## config.mk

```make
export PLATFORM = sky130hd
export DESIGN_NAME = float_argmax_accum_flat
export DESIGN_NICKNAME = d
export VERILOG_FILES = /design/src/rtl/float_pkg.sv /design/src/rtl/float_argmax_accum_if.sv /design/src/rtl/float_gt_cmp.sv /design/src/rtl/float_argmax_accum.sv /design/src/flat_wrapper.sv
export SDC_FILE = /design/constraint.sdc
export NUM_CORES = 1
export LEC_CHECK = 0
export CORE_MARGIN = 1.5
export CORE_UTILIZATION = 55
export DETAILED_ROUTE_END_ITERATION = 8
export PLACE_DENSITY = 0.95
export REMOVE_ABC_BUFFERS = 1
export SLEW_MARGIN = 0
export SYNTH_ARGS = -nofsm -noshare
export SYNTH_HDL_FRONTEND = slang
export SYNTH_SLANG_ARGS = --single-unit
```

## constraint.sdc

```tcl
create_clock -name clk -period 8.65 [get_ports clk]
set_clock_uncertainty 0.1 [all_clocks]
set_input_delay 1.73 -clock clk [delete_from_list [all_inputs] [get_ports clk]]
set_output_delay 1.73 -clock clk [all_outputs]
set_load 0.05 [all_outputs]
```

## src/rtl/float_pkg.sv

```systemverilog
// Shared float-word helpers: default widths, field-position helpers, canonical quiet NaN, reduction FSM states.
// No logic; constant functions only.
package float_pkg;

    localparam int DEF_DATA_W  = 32;
    localparam int DEF_EXP_W   = 8;
    localparam int DEF_LEN_W   = 16;
    localparam int DEF_DELAY_W = 8;

    typedef enum logic [1:0] {
        IDLE  = 2'd0,
        DELAY = 2'd1,
        ACC   = 2'd2,
        FIN   = 2'd3
    } state_t;

    // Mantissa width; the exponent sits directly above it and the sign is the MSB.
    function automatic int man_w(input int data_w, input int exp_w);
        return data_w - exp_w - 1;
    endfunction

    // Sign 0, exponent all ones, mantissa MSB set (0x7FC00000 at 32/8).
    function automatic logic [63:0] qnan(input int data_w, input int exp_w);
        logic [63:0] r;
        r = '0;
        for (int i = 0; i < 64; i++) begin
            if (i >= man_w(data_w, exp_w) && i < data_w - 1) begin
                r[i] = 1'b1;
            end
        end
        r[man_w(data_w, exp_w) - 1] = 1'b1;
        return r;
    endfunction

endpackage

```

## src/rtl/float_argmax_accum_if.sv

```systemverilog
// Stream and config bundle for the float argmax reduction unit.
// Plain wires; no flow control beyond the global running enable.
interface float_argmax_accum_if
    import float_pkg::*;
#(
    parameter int DATA_W  = DEF_DATA_W,
    parameter int LEN_W   = DEF_LEN_W,
    parameter int DELAY_W = DEF_DELAY_W
);
    logic               running;
    logic               run;
    logic [DATA_W-1:0]  in0;
    logic [LEN_W-1:0]   length;
    logic [DELAY_W-1:0] delay0;
    logic [DATA_W-1:0]  out0;
    logic [LEN_W-1:0]   out1;
    logic               done;

    modport master (
        output running, run, in0, length, delay0,
        input  out0, out1, done
    );

    modport slave (
        input  running, run, in0, length, delay0,
        output out0, out1, done
    );
endinterface

```

## src/rtl/float_gt_cmp.sv

```systemverilog
// Combinational strict sign-magnitude greater-than (a > b) and NaN detect on a.
// Zero latency; no handshake.
module float_gt_cmp
    import float_pkg::*;
#(
    parameter int DATA_W = DEF_DATA_W,
    parameter int EXP_W  = DEF_EXP_W
) (
    input  logic [DATA_W-1:0] a,
    input  logic [DATA_W-1:0] b,
    output logic              a_gt_b,
    output logic              a_nan
);
    localparam int MAN_W = man_w(DATA_W, EXP_W);

    logic              sign_a;
    logic              sign_b;
    logic [DATA_W-2:0] mag_a;
    logic [DATA_W-2:0] mag_b;

    always_comb begin
        sign_a = a[DATA_W-1];
        sign_b = b[DATA_W-1];
        mag_a  = a[DATA_W-2:0];
        mag_b  = b[DATA_W-2:0];
        a_nan  = (&a[DATA_W-2:MAN_W]) && (|a[MAN_W-1:0]);
        // Differing signs: the positive one wins, so +0 > -0 falls out naturally.
        if (sign_a != sign_b) begin
            a_gt_b = !sign_a;
        end else if (sign_a) begin
            a_gt_b = mag_a < mag_b;
        end else begin
            a_gt_b = mag_a > mag_b;
        end
    end
endmodule

```

## src/rtl/float_argmax_accum.sv

```systemverilog
// Streaming argmax over a configured window of floats; out0/out1 registered, 1-cycle latency per element.
// No backpressure: one element per cycle while running; running=0 freezes all state.
module float_argmax_accum
    import float_pkg::*;
#(
    parameter int DATA_W  = DEF_DATA_W,
    parameter int EXP_W   = DEF_EXP_W,
    parameter int LEN_W   = DEF_LEN_W,
    parameter int DELAY_W = DEF_DELAY_W
) (
    input  logic clk,
    input  logic rst,
    float_argmax_accum_if.slave bus
);
    localparam logic [DATA_W-1:0] QNAN_VAL = DATA_W'(qnan(DATA_W, EXP_W));

    state_t             state, state_n;
    logic [DELAY_W-1:0] cnt, cnt_n;
    logic [LEN_W-1:0]   idx, idx_n;
    logic [LEN_W-1:0]   len_q, len_n;
    logic               found, found_n;
    logic [DATA_W-1:0]  out0_q, out0_n;
    logic [LEN_W-1:0]   out1_q, out1_n;
    logic               done_q, done_n;
    logic               x_gt;
    logic               x_nan;

    float_gt_cmp #(
        .DATA_W (DATA_W),
        .EXP_W  (EXP_W)
    ) u_cmp (
        .a      (bus.in0),
        .b      (out0_q),
        .a_gt_b (x_gt),
        .a_nan  (x_nan)
    );

    always_ff @(posedge clk) begin
        if (rst) begin
            state  <= IDLE;
            cnt    <= '0;
            idx    <= '0;
            len_q  <= '0;
            found  <= 1'b0;
            out0_q <= '0;
            out1_q <= '0;
            done_q <= 1'b1;
        end else begin
            state  <= state_n;
            cnt    <= cnt_n;
            idx    <= idx_n;
            len_q  <= len_n;
            found  <= found_n;
            out0_q <= out0_n;
            out1_q <= out1_n;
            done_q <= done_n;
        end
    end

    always_comb begin
        state_n = state;
        cnt_n   = cnt;
        idx_n   = idx;
        len_n   = len_q;
        found_n = found;
        out0_n  = out0_q;
        out1_n  = out1_q;
        done_n  = done_q;
        if (bus.running) begin
            // A run pulse in any state discards whatever reduction was in flight.
            if (bus.run) begin
                len_n   = bus.length;
                found_n = 1'b0;
                done_n  = 1'b0;
                idx_n   = '0;
                if (bus.delay0 != '0) begin
                    state_n = DELAY;
                    cnt_n   = bus.delay0 - DELAY_W'(1);
                end else if (bus.length != '0) begin
                    state_n = ACC;
                end else begin
                    state_n = FIN;
                end
            end else begin
                case (state)
                    DELAY: begin
                        if (cnt == '0) begin
                            state_n = (len_q == '0) ? FIN : ACC;
                        end else begin
                            cnt_n = cnt - DELAY_W'(1);
                        end
                    end
                    ACC: begin
                        if (!x_nan && (!found || x_gt)) begin
                            out0_n  = bus.in0;
                            out1_n  = idx;
                            found_n = 1'b1;
                        end
                        if (idx == len_q - LEN_W'(1)) begin
                            state_n = FIN;
                        end else begin
                            idx_n = idx + LEN_W'(1);
                        end
                    end
                    FIN: begin
                        if (!found) begin
                            out0_n = QNAN_VAL;
                            out1_n = '1;
                        end
                        done_n  = 1'b1;
                        state_n = IDLE;
                    end
                    default: ;
                endcase
            end
        end
    end

    assign bus.out0 = out0_q;
    assign bus.out1 = out1_q;
    assign bus.done = done_q;
endmodule

```

## src/flat_wrapper.sv

```systemverilog
// flat-port wrapper written by rule: the top's interface ports become plain ports
module float_argmax_accum_flat import float_pkg::*;
#(
    parameter int DATA_W  = DEF_DATA_W,
    parameter int EXP_W   = DEF_EXP_W,
    parameter int LEN_W   = DEF_LEN_W,
    parameter int DELAY_W = DEF_DELAY_W
)
  (clk, rst, bus_running, bus_run, bus_in0, bus_length, bus_delay0, bus_out0, bus_out1, bus_done);
  float_argmax_accum_if #(.DATA_W(DATA_W), .LEN_W(LEN_W), .DELAY_W(DELAY_W)) bus_i ();
  input  logic clk;
  input  logic rst;
  input wire logic [$bits(bus_i.running)-1:0] bus_running;
  input wire logic [$bits(bus_i.run)-1:0] bus_run;
  input wire logic [$bits(bus_i.in0)-1:0] bus_in0;
  input wire logic [$bits(bus_i.length)-1:0] bus_length;
  input wire logic [$bits(bus_i.delay0)-1:0] bus_delay0;
  output wire logic [$bits(bus_i.out0)-1:0] bus_out0;
  output wire logic [$bits(bus_i.out1)-1:0] bus_out1;
  output wire logic [$bits(bus_i.done)-1:0] bus_done;
  assign bus_i.running = bus_running;
  assign bus_i.run = bus_run;
  assign bus_i.in0 = bus_in0;
  assign bus_i.length = bus_length;
  assign bus_i.delay0 = bus_delay0;
  assign bus_out0 = bus_i.out0;
  assign bus_out1 = bus_i.out1;
  assign bus_done = bus_i.done;
  float_argmax_accum #(.DATA_W(DATA_W), .EXP_W(EXP_W), .LEN_W(LEN_W), .DELAY_W(DELAY_W)) u_core (.clk(clk), .rst(rst), .bus(bus_i));
endmodule
```

Word-level counts from Yosys, hierarchy flattened. Index checks and enable logic that the tools add are counted.

Bits in registers: 92. Input port bits: 60. Logic and storage cells: 79.

$add $sub $neg: 4. Order comparisons: 2. Eq/ne operators: 12. Mux-type cells: 27. Bitwise gates (word level): 1. Reductions and logical operators: 25.

Operators by type and width (number): 16-bit 2-to-1 mux (5); 32-bit 2-to-1 mux (2); 32-bit case mux with 2 select lines (1); 8-bit 2-to-1 mux (4); 16-bit case mux with 2 select lines (1); 31-bit > comparator (1); 31-bit less-than comparator (1); 23-bit OR reduction (1); 16-bit by 1-bit adder with 16-bit output (second input constant) (1); 16-bit == test (1); 16-bit zero test (1); 16-bit nonzero test (1); 16-bit by 1-bit subtractor with 16-bit output (second input constant) (1); 8-bit by 1-bit subtractor with 8-bit output (second input constant) (2); 2-bit nonzero test (5); 1-bit 2-to-1 mux (9); 8-bit zero test (1); 2-bit 2-to-1 mux (4); 4-bit AND reduction (2); 8-bit AND reduction (1); 8-bit nonzero test (1); 2-bit inequality test (second input constant) (3); 3-bit by 2-bit inequality test with 1-bit output (second input constant) (2); 2-bit case mux with 3 select lines (1); 12 further kinds (19).

Longest topological paths before layout. Gate-level depths: netlist (run 1).

Word-level depth: 8. Depth in mapped cells: 12. Mapped depth without buffers: 10.

Cells and area by module. A second synthesis (run 1) with hierarchy kept.

Cells, all modules: 702. Area, all modules: 5515.3 sq um.

By module, submodules not included: float_argmax_accum (times used 1, cells each 579, area each 4623.2 sq um, seq. area each 1841.8 sq um); float_gt_cmp (times used 1, cells each 123, area each 892.1 sq um, seq. area each 0.0 sq um).

Worst setup path before layout (run 1). Ideal clock, no wire load.

Path type: input -> register. Start: in bus_in0[1]. End: reg u_core.out0_q[27] (netlist: u_core.bus.out0[27]). Data arrival time: 4.053 ns. Required time: 8.480 ns. Slack: 4.426 ns. Stages on the path: 11. Path buffers: 2. Path through: ha_1 -> nor2b_1 -> o21ai_0 -> a21oi_1 -> o21a_1 -> o31ai_1 -> nor4b_1 -> clkbuf_1 -> clkbuf_1 -> o32ai_1 -> a21oi_1.

Longest elaborated chain between the ends: 7.

RTL lines: start, declared (RTL line flat_wrapper.sv:15) `input wire logic [$bits(bus_i.in0)-1:0] bus_in0;`; 31-bit > comparator or 31-bit less-than comparator (tied branches) (RTL line float_gt_cmp.sv:33, float_gt_cmp.sv:31); 1-bit 2-to-1 mux (RTL line float_gt_cmp.sv:30) `end else if (sign_a) begin`; 1-bit 2-to-1 mux (RTL line float_gt_cmp.sv:28) `if (sign_a != sign_b) begin`; 1-bit logical OR (RTL line float_argmax_accum.sv:94) `if (!x_nan && (!found || x_gt)) begin`; 1-bit logical AND (*) (RTL line float_argmax_accum.sv:94); 2-bit by 1-bit inequality test with 1-bit output (no source line) (*); 5-bit AND reduction (no source line) (*); end signal, assigned (RTL line float_argmax_accum.sv:54) `out0_q <= out0_n;`; end, declared (RTL line float_argmax_accum.sv:22) `logic [DATA_W-1:0] out0_q, out0_n;`.

Mark *: on every way between the ends. The rest lies on a longest branch, timed or not. A chain may end at the register's enable or synchronous reset.

Worst setup path in the final report (run 1).
Start: in bus_in0[28]. End: reg u_core.out0_q[29] (netlist: u_core.bus.out0[29]).

The elaborated chain is that of the path after synthesis.

==> flow_summary_export.csv, run 1 <==
group,metric,value,unit
status,status,"complete, no violations",
critical_path,worstSetupPathType,"input port to flop",
synthesis,ys_async_sr_fraction,0,
clock_tree,cts-root-buf,"clkbuf_8",
grt,antenna_found_initial,0,
sta,slew_viol_final,0,
synthesis,syn_inst,742,
grt,grt_pass1_vias,6005,
placed_design,place_hpwl,11980,µm
clock_tree,cts_setup_buffers,0,
clock_tree,h-tree-depth,3,
placed_design,place_congestion,0.9531,
synthesis,synth_top_area_cell,"dfxtp_1",
critical_path,crit_arrival,5.51,ns
pwr,seq_power_share,0.486,
final_layout,fin_nets,898,
sta,slew_headroom,0.1177,
synthesis,synth_cell_types,68,
route,wl_per_cell,18.30,µm
final_layout,regArea,0.001842,mm²
synthesis,yosys.area_share.simple,0.2028,
synthesis,synth_top_family_by_area,"compound AO/OA/AOI/OAI gates",
floorplan,die_area,0.01153,mm²
critical_path,critPathRequiredTime,8.85,ns
floorplan,num_io_pins,109,
clock_tree,hold_buffers,0,
critical_path,end_kind,"flop",
final_layout,fillers,821,
critical_path,startpoint_type,"input port",
final_layout,fin_cells,944,
grt,grt_pass1_wl,28180,µm
pwr,clkPwrFrac,0.308,
worst_hold_path,hold_path_class,"flop to flop",
clock_tree,clk_latency,0.38,ns
route,drc,0,
sta,fin_crit,5.308,ns
synthesis,ys_top_cells_by_area,"dfxtp_1 31%, ha_1 7.3%, a21oi_1 5.9%",
synthesis,synth.avg_cell_area,8.075,µm²
sta,hold_violations,0,
final_layout,layout-drive-gt1-share,0.05322,
route,first_iter_violations,634,
final_layout,final_util,0.6922,
grt,grt_usage,0.3001,
pwr,switchingPower,0.2927,mW
synthesis,ys_seq_area_frac,0.3074,
route,first_pass_iters,5,
synthesis,synth_compound_area_frac,0.2946,
route,via_count,6359,
synthesis,synth_common_cells,"92 x dfxtp_1, 71 x a21oi_1, 64 x nand2_1, 56 x clkbuf_1, 43 x inv_1",
sta,fmax,188.4,MHz
synthesis,synth_most_common_cell,"dfxtp_1",
final_layout,multi_input_area,0.003740,mm²
clock_tree,ctsResizeCount,0,
clock_tree,tritoncts,"yes",
synthesis,synth_fa_ha_area_frac,0.07308,
synthesis,yosys_warnings,0,
route,drt_wl_total,17270,µm
clock_tree,clk_transition_reported_paths,0.11,ns
floorplan,start_util,0.5727,
pwr,p_leak,2.545,nW
route,viasPerCell,6.736,
final_layout,syn_to_final_growth,20.86,%
pwr,p_sw_frac,0.3182,
sta,setup_tns,0,ns
synthesis,synth.top_cell.area_share,0.3074,
synthesis,netlist_area,0.005992,mm²
clock_tree,cts_sinks,92,
clock_tree,cts_max_path_buffers,2,
placed_design,port_buffers,108,
pwr,power-per-cell-area,127.0,mW/mm²
floorplan,die_width,107.4,µm
synthesis,synth_xor_area_frac,0.03299,
clock_tree,cts-buffers-inserted,9,
sta,setup_viol,0,
grt,gr-total-overflow,0,
synthesis,synthFlopType,"dfxtp_1",
sta,worst_pin_slew,1.323,ns
synthesis,synthMuxAreaShare,0.01670,
route,ant_nets,0,
synthesis,ys_seq_elements,92,
synthesis,synth-edff-count,0,
sta,fin_crit_sh,0.6136,
pwr,p_int,0.6271,mW
final_layout,num_antenna_cells,0,
grt,grt_max_degree,101,
placed_design,placedCellCount,928,
flow_run,max-cap-violations,0,
critical_path,crit_fanout,30,
floorplan,row_count,37,
sta,rsz0062_at_grt,"no",
pwr,pwr-share-comb,0.207,
floorplan,die_y,107.4,µm
pwr,vdd_drop_max,0.0001038,V
floorplan,coreArea,0.01046,mm²
==> power by group through the flow <==
stage | Clock (mW) | Sequential (mW) | Combinational, mW
after global routing | 0.305 | 0.448 | 0.207
final | 0.283 | 0.447 | 0.190
after CTS | 0.287 | 0.446 | 0.187
after detailed placement | 0 | 0.456 | 0.185
after floorplan | 0 | 0.463 | 0.0985
after global placement | 0 | 0.455 | 0.175
==> final timing paths <==
kind                                     from                               end  slack (ns)  cells past startpoint
max reg2reg  u_core.bus.out0[28]$_SDFFE_PP0P_  u_core.bus.out0[29]$_SDFFE_PP0P_        4.75                      9
max                               bus_in0[28]  u_core.bus.out0[29]$_SDFFE_PP0P_        3.34                      9
min reg2reg     u_core.len_q[15]$_SDFFE_PP0P_     u_core.len_q[15]$_SDFFE_PP0P_        0.40                      2
min             u_core.len_q[15]$_SDFFE_PP0P_     u_core.len_q[15]$_SDFFE_PP0P_        0.40                      2
==> layout by cell type, fill, tap and decap left out, types with 3 or more instances in the layout <==
cell / n
a211o_1: 3
a211oi_1: 3
a21o_1: 8
a21oi_1: 71
a31o_2: 3
a31oi_1: 10
and2_1: 3
and3_1: 6
and4_1: 4
buf_4: 8
clkbuf_8: 9
clkdlybuf4s50_1: 107
dfxtp_1: 92
ha_1: 35
inv_1: 43
inv_6: 4
mux2i_1: 10
nand2_1: 64
nand3_1: 12
nand4_1: 18
nor2_1: 32
nor2b_1: 4
nor3_1: 11
nor3b_1: 23
nor4_1: 16
o2111ai_1: 4
o211a_1: 3
o211ai_1: 32
o21a_1: 4
o21ai_0: 19
o21ai_1: 4
o31ai_1: 22
o32ai_1: 25
o41ai_1: 23
or3_1: 6
or4_1: 4
xnor2_1: 15
xor2_1: 5
==> worst max-delay path, stage by stage <==
cell and delay [ns]:
clkdlybuf4s50_1 0.46, ha_1 0.34, nand4_1 0.18, nor4_1 0.54, o31ai_1 0.33, a211oi_4 1.15
buf_4 0.41, o32ai_1 0.13, a21oi_1 0.22
==> logic make-up (layout without fill, tap and decap cells) <==
logic type,after synthesis,count (layout)
xor+xnor,21,21
compound gates,254,254
flops,92,92
fa+ha+maj,35,35
mux,10,10
buf+inv,110,176
simple gates,220,220
==> state kept, by name, indices dropped and copies added, names as in the netlist <==
register,cells
u_core.bus.out0,32
u_core.len_q,16
u_core.state,2
u_core.cnt,8
u_core.bus.done,1
u_core.bus.out1,16
u_core.found,1
u_core.idx,16
==> layer usage <==
layer | GRT usage | up-vias | routed length (µm)
met3 | 0.05387 | 41 | 1519
met4 | 0.09305 | 0 | 333
li1 | - | 2952 | -
met2 | 0.5291 | 393 | 8402
met5 | 0 | - | 0
met1 | 0.3703 | 2973 | 7015
==> through the flow <==
stage,total power [mW],setup WS [ns],hold WS [ns],area [µm²]
after floorplan,0.5617,1.350,0.3380,5723
after global placement,0.6303,3.334,0.3562,7053
after detailed placement,0.6409,3.175,0.3902,7053
after CTS,0.9192,3.531,0.4033,7242
after global routing,0.9592,3.212,0.4221,7242
final,0.9198,3.342,0.4032,7242
==> layout make-up <==
cell class,instances,share of cell area
inverters,44,0.02281
repair buffers,116,0.1569
flip-flops and latches,92,0.2543
multi-input cells,540,0.5164
well taps,136,0.02350
clock buffers,9,0.01710
clock inverters,7,0.008984
Note: power is estimated with default switching activity, not from simulation.
==> run 2: changes to the inputs <==
Settings changed: CORE_UTILIZATION 55 to 54, PLACE_DENSITY 0.95 to 0.94.
Clock period 8.65 ns to 5.1 ns, I/O delays scaled along.
==> run 2 against run 1 <==
Sequential power rose by 69%. Final area up 0.35%. Non-clock buffer count increased by 5. Wire length fell by 7.3%. Via count down 3.3%.
==> flow_summary_export.csv, run 2 (same netlist as run 1, synthesis figures left out) <==
group,metric,value,unit
status,status,"complete, no violations",
final_layout,largest_register_ffs,32,
flow_run,max-cap-violations,0,
final_layout,final_util,0.6704,
critical_path,worstSetupPathType,"input port to flop",
route,wl_per_cell,16.82,µm
sta,holdWs,0.3753,ns
clock_tree,cts-buffers-inserted,9,
grt,grt_pass1_vias,5506,
route,first_pass_iters,6,
placed_design,placedCellCount,937,
grt,grt_usage,0.2705,
pwr,p_leak,2.558,nW
clock_tree,h-tree-depth,3,
sta,setup_viol,0,
clock_tree,cts_sinks,92,
placed_design,port_buffers,108,
pwr,power-per-cell-area,209.5,mW/mm²
clock_tree,clk_transition_reported_paths,0.09,ns
route,drc,0,
final_layout,layout-drive-gt1-share,0.05788,
grt,grt_pass1_wl,25620,µm
grt,grt_max_degree,54,
clock_tree,cts-root-buf,"clkbuf_8",
grt,gr-total-overflow,0,
sta,hold_violations,0,
critical_path,startpoint_type,"input port",
sta,fin_crit_sh,0.8724,
clock_tree,ctsResizeCount,0,
floorplan,num_io_pins,109,
clock_tree,cts_max_path_buffers,2,
floorplan,row_count,38,
floorplan,coreArea,0.01084,mm²
final_layout,fin_cells,952,
critical_path,crit_fanout,30,
final_layout,num_antenna_cells,0,
sta,fin_crit,4.449,ns
sta,worst_pin_slew,1.065,ns
floorplan,die_width,108.3,µm
placed_design,place_hpwl,11220,µm
sta,slew_headroom,0.2902,
worst_hold_path,hold_path_class,"flop to flop",
clock_tree,tritoncts,"yes",
floorplan,start_util,0.5527,
clock_tree,hold_buffers,0,
route,viasPerCell,6.457,
route,drt_wl_total,16010,µm
pwr,vdd_drop_max,0.0001951,V
floorplan,die_area,0.01174,mm²
final_layout,layout_commonest_cell,"clkdlybuf4s50_1",
grt,antenna_found_initial,0,
placed_design,place_congestion,0.9161,
critical_path,crit_arrival,4.64,ns
sta,slew_viol_final,0,
floorplan,die_y,108.3,µm
clock_tree,cts_setup_buffers,0,
clock_tree,clk_latency,0.38,ns
critical_path,critPathRequiredTime,5.29,ns
sta,fmax,224.8,MHz
sta,rsz0062_at_grt,"no",
route,first_iter_violations,484,
critical_path,end_kind,"flop",
final_layout,fillers,893,
final_layout,syn_to_final_growth,21.28,%
final_layout,final_cell_mix,"107 x clkdlybuf4s50_1, 92 x dfxtp_1, 71 x a21oi_1",
route,via_count,6147,
route,ant_nets,0,
final_layout,fin_nets,903,
-- run 2: cell types whose count changed in the layout (fill, tap and decap cells not counted), sizes merged --
cell,before,now
buf,9,14
clkbuf,9,11
clkinvlp,0,1
inv,47,43
-- run 2: layout make-up --
type	instances	area, µm²	area share
clock inverters	4	26.28	0.003616
clock buffers	11	141.4	0.01946
repair buffers	121	1174	0.1615
multi-input cells	540	3744	0.5152
well taps	140	175.2	0.02410
inverters	44	165.2	0.02273
flip-flops and latches	92	1842	0.2534
-- run 2: worst paths after layout --
kind                                                      start                               end  slack (ns)  depth (start not counted)
worst max-delay path                                bus_in0[22]  u_core.bus.out0[27]$_SDFFE_PP0P_        0.65                          9
worst min-delay path                  u_core.found$_SDFFE_PP0P_         u_core.found$_SDFFE_PP0P_        0.38                          2
worst max register to register  u_core.bus.out0[1]$_SDFFE_PP0P_   u_core.bus.out0[0]$_SDFFE_PP0P_        1.70                         11
worst min register to register        u_core.found$_SDFFE_PP0P_         u_core.found$_SDFFE_PP0P_        0.38                          2
-- run 2: through the flow --
step                total power, mW  area (µm²)  setup TNS, ns  setup WS (ns)
detailed placement            1.085        7099              0         0.4055
CTS                           1.527        7267              0         0.7755
finish                        1.523        7267              0         0.6508
floorplan                    0.9527        5723         -63.24         -1.490
global placement              1.076        7099              0         0.5038
global route                  1.588        7267              0         0.5842
-- run 2: layer usage --
layer / vias to the layer above / GRT usage / part of all wire
met2: 255 / 0.4354 / 0.47
met5: - / 0 / 0
met1: 2903 / 0.3612 / 0.44
met4: 0 / 0.09398 / 0.021
met3: 34 / 0.05365 / 0.068
li1: 2955 / - / -
-- run 2: critical path, stage by stage --
cell and delay (ns):
clkdlybuf4s50_1 0.46, nor4_1 0.50, nand4_1 0.16, o21ai_0 0.55, nand4_1 0.41, a211oi_4 0.73
buf_4 0.46, o32ai_1 0.14, a21oi_1 0.19
-- run 2: where the power goes --
group	switching, mW	internal, mW	total (mW)
clock	0.261	0.187	0.449
combinational	0.176	0.141	0.317
sequential	0.0215	0.735	0.757
==> run 3: changes to the inputs <==
Settings changed: CORE_UTILIZATION 54 to 55, DONT_BUFFER_PORTS set to 1, GPL_TIMING_DRIVEN set to 0, PLACE_DENSITY 0.94 to 0.82.
==> run 3 against run 2 <==
Core utilization is 6.7 points lower. Total power up 5.6%. Sequential share of layout area increased by 3.8 points. Non-clock buffer count is 110 lower. Maximum frequency up 6.7%. Sequential power grew 3%. Final area decreased by 13%. Register-to-register slack got worse by 0.77 ns. Wire length grew 0.60%. Combinational power fell by 32%. Worst hold slack improved by 0.0097 ns. Critical path type is now flop to flop. Critical endpoint is now u_core.bus.out0[0]$_SDFFE_PP0P_. Highest routed layer unchanged.
==> flow_summary_export.csv, run 3 (same netlist as run 1, synthesis figures left out) <==
group,metric,value,unit
grt,antenna_found_initial,0,
clock_tree,ctsResizeCount,0,
floorplan,start_util,0.5727,
placed_design,place_hpwl,11190,µm
route,first_iter_violations,544,
clock_tree,tritoncts,"yes",
final_layout,num_antenna_cells,0,
worst_hold_path,hold_path_class,"flop to flop",
grt,globalRouteMet1Util,0.3465,
final_layout,largest_register_ffs,32,
clock_tree,cts-root-buf,"clkbuf_8",
clock_tree,cts_sinks,92,
grt,globalRoute.busiestLayer,"met2",
grt,grt_usage,0.2821,
route,first_pass_iters,5,
floorplan,row_count,37,
route,drt_wl_total,16110,µm
grt,grt_max_degree,101,
critical_path,worstSetupPathType,"flop to flop",
clock_tree,cts_setup_buffers,0,
pwr,finalPower,1.608,mW
grt,grt_pass1_wl,26420,µm
floorplan,die_width,107.4,µm
clock_tree,cts-buffers-inserted,9,
sta,setup_viol,0,
floorplan,num_io_pins,109,
final_layout,final_cell_area,0.006316,mm²
clock_tree,cts_max_path_buffers,2,
critical_path,r2r_slack,0.93,ns
clock_tree,clk_latency,0.39,ns
critical_path,critPathTopFamily,"compound AO/OA/AOI/OAI gates",
floorplan,die_area,0.01153,mm²
sta,fin_crit,4.171,ns
placed_design,dpl_cell_area,0.006067,mm²
sta,fmax,239.8,MHz
final_layout,layout_commonest_cell,"dfxtp_1",
status,status,"complete, no violations",
worst_hold_path,hold_path_end,"u_core.cnt[7]$_SDFFE_PP0P_",
route,ant_nets,0,
grt,use_met2,0.4713,
critical_path,critPathSlowestCell,"o31ai_1",
placed_design,dp_slack,0.8497,ns
critical_path,rr_worst_depth,12,
sta,slew_headroom,0.3440,
final_layout,layout-drive-gt1-share,0.06686,
clock_tree,clk_transition_reported_paths,0.10,ns
sta,setup_slack,0.9293,ns
flow_run,max-cap-violations,0,
final_layout,fin_nets,793,
critical_path,crit_arrival,4.36,ns
clock_tree,hold_buffers,0,
critical_path,end_kind,"flop",
floorplan,coreArea,0.01046,mm²
placed_design,place_congestion,0.8823,
pwr,power-per-cell-area,254.7,mW/mm²
sta,rsz0062_at_grt,"no",
critical_path,r2r-start,"u_core.bus.out0[1]$_SDFFE_PP0P_",
critical_path,startpoint_type,"flop",
sta,fin_crit_sh,0.8178,
final_layout,final_cell_mix,"92 x dfxtp_1, 71 x a21oi_1, 64 x nand2_1",
floorplan,die_y,107.4,µm
sta,worst_pin_slew,0.9841,ns
grt,met3_usage,0.06538,
route,wl_per_cell,19.20,µm
sta,holdWs,0.3850,ns
final_layout,syn_to_final_growth,5.408,%
critical_path,crit_fanout,10,
grt,gr-total-overflow,0,
worst_hold_path,min_path_cells,2,
pwr,vdd_drop_max,0.0001830,V
sta,setup_tns,0,ns
critical_path,rr_endpoint,"u_core.bus.out0[0]$_SDFFE_PP0P_",
placed_design,port_buffers,0,
worst_hold_path,worstHoldStart,"u_core.cnt[7]$_SDFFE_PP0P_",
critical_path,cp_cell_sequence,"inv_1, ha_1, nor2b_1, o21ai_0, a21oi_1, o21a_1, o31ai_1, nor4b_2, buf_4, buf_6, nor3_1, o41ai_1",
pwr,p_leak,2.208,nW
route,viasPerCell,6.830,
critical_path,critPathRequiredTime,5.29,ns
critical_path,max_stage_delay,0.78,ns
route,drc,0,
critical_path,path_buf_inv,3,
grt,grt_pass1_vias,5596,
sta,slew_viol_final,0,
sta,hold_violations,0,
route,via_count,5730,
clock_tree,h-tree-depth,3,
## run 3: changes by cell type in the layout (fill, tap and decap cells not counted), sizes merged
cell / change
bufinv: +3
clkdlybuf4s50: -107
clkbuf: -1
buf: -3
clkinv: -1
## run 3: cell type report
type	count	area (µm²)
clock inverters	6	111.4
well taps	136	170.2
inverters	44	165.2
repair buffers	11	145.1
multi-input cells	540	3745
clock buffers	10	137.6
fillers	919	4146
flip-flops and latches	92	1842
## run 3: report_power, final
group          switching, mW  internal, mW
Clock                  0.280         0.339
Combinational          0.120        0.0941
Sequential            0.0407         0.735
## run 3: how the worst max path moves through the flow
stage / startpoint / end / slack, ns / cells past startpoint
final: u_core.bus.out0[1]$_SDFFE_PP0P_ / u_core.bus.out0[0]$_SDFFE_PP0P_ / 0.93 / 12
after global routing: u_core.bus.out0[1]$_SDFFE_PP0P_ / u_core.bus.out0[11]$_SDFFE_PP0P_ / 0.76 / 11
after CTS: u_core.bus.out0[1]$_SDFFE_PP0P_ / u_core.bus.out0[0]$_SDFFE_PP0P_ / 0.95 / 12
after detailed placement: bus_in0[22] / u_core.bus.out0[12]$_SDFFE_PP0P_ / 0.85 / 8
after global placement: bus_in0[1] / u_core.bus.out1[13]$_SDFFE_PP0P_ / -3.63 / 9
after floorplan: bus_in0[1] / u_core.bus.out0[0]$_SDFFE_PP0P_ / -1.49 / 9
## run 3: metrics by stage
step / util / cells
6_report: 0.6037 / 839
5_1_grt: 0.6037 / 839
4_1_cts: 0.6037 / 839
3_5_place_dp: 0.5799 / 823
3_3_place_gp: 0.5633 / 812
2_1_floorplan: - / 676
## run 3: worst reg2reg max path: stages, from the launching register on
cell	delay (ns)
dfxtp_1	0.67
inv_1	0.13
ha_1	0.33
nor2b_1	0.13
o21ai_0	0.14
a21oi_1	0.08
o21a_1	0.19
o31ai_1	0.78
nor4b_2	0.69
buf_4	0.29
buf_6	0.17
nor3_1	0.06
o41ai_1	0.31
## run 3: layer usage
metal	share of wire	wire, µm	up-vias
met1	0.42	6819	2721
met3	0.086	1382	31
met4	0.019	314	0
met2	0.47	7593	244
li1	-	-	2734
met5	0	0	-
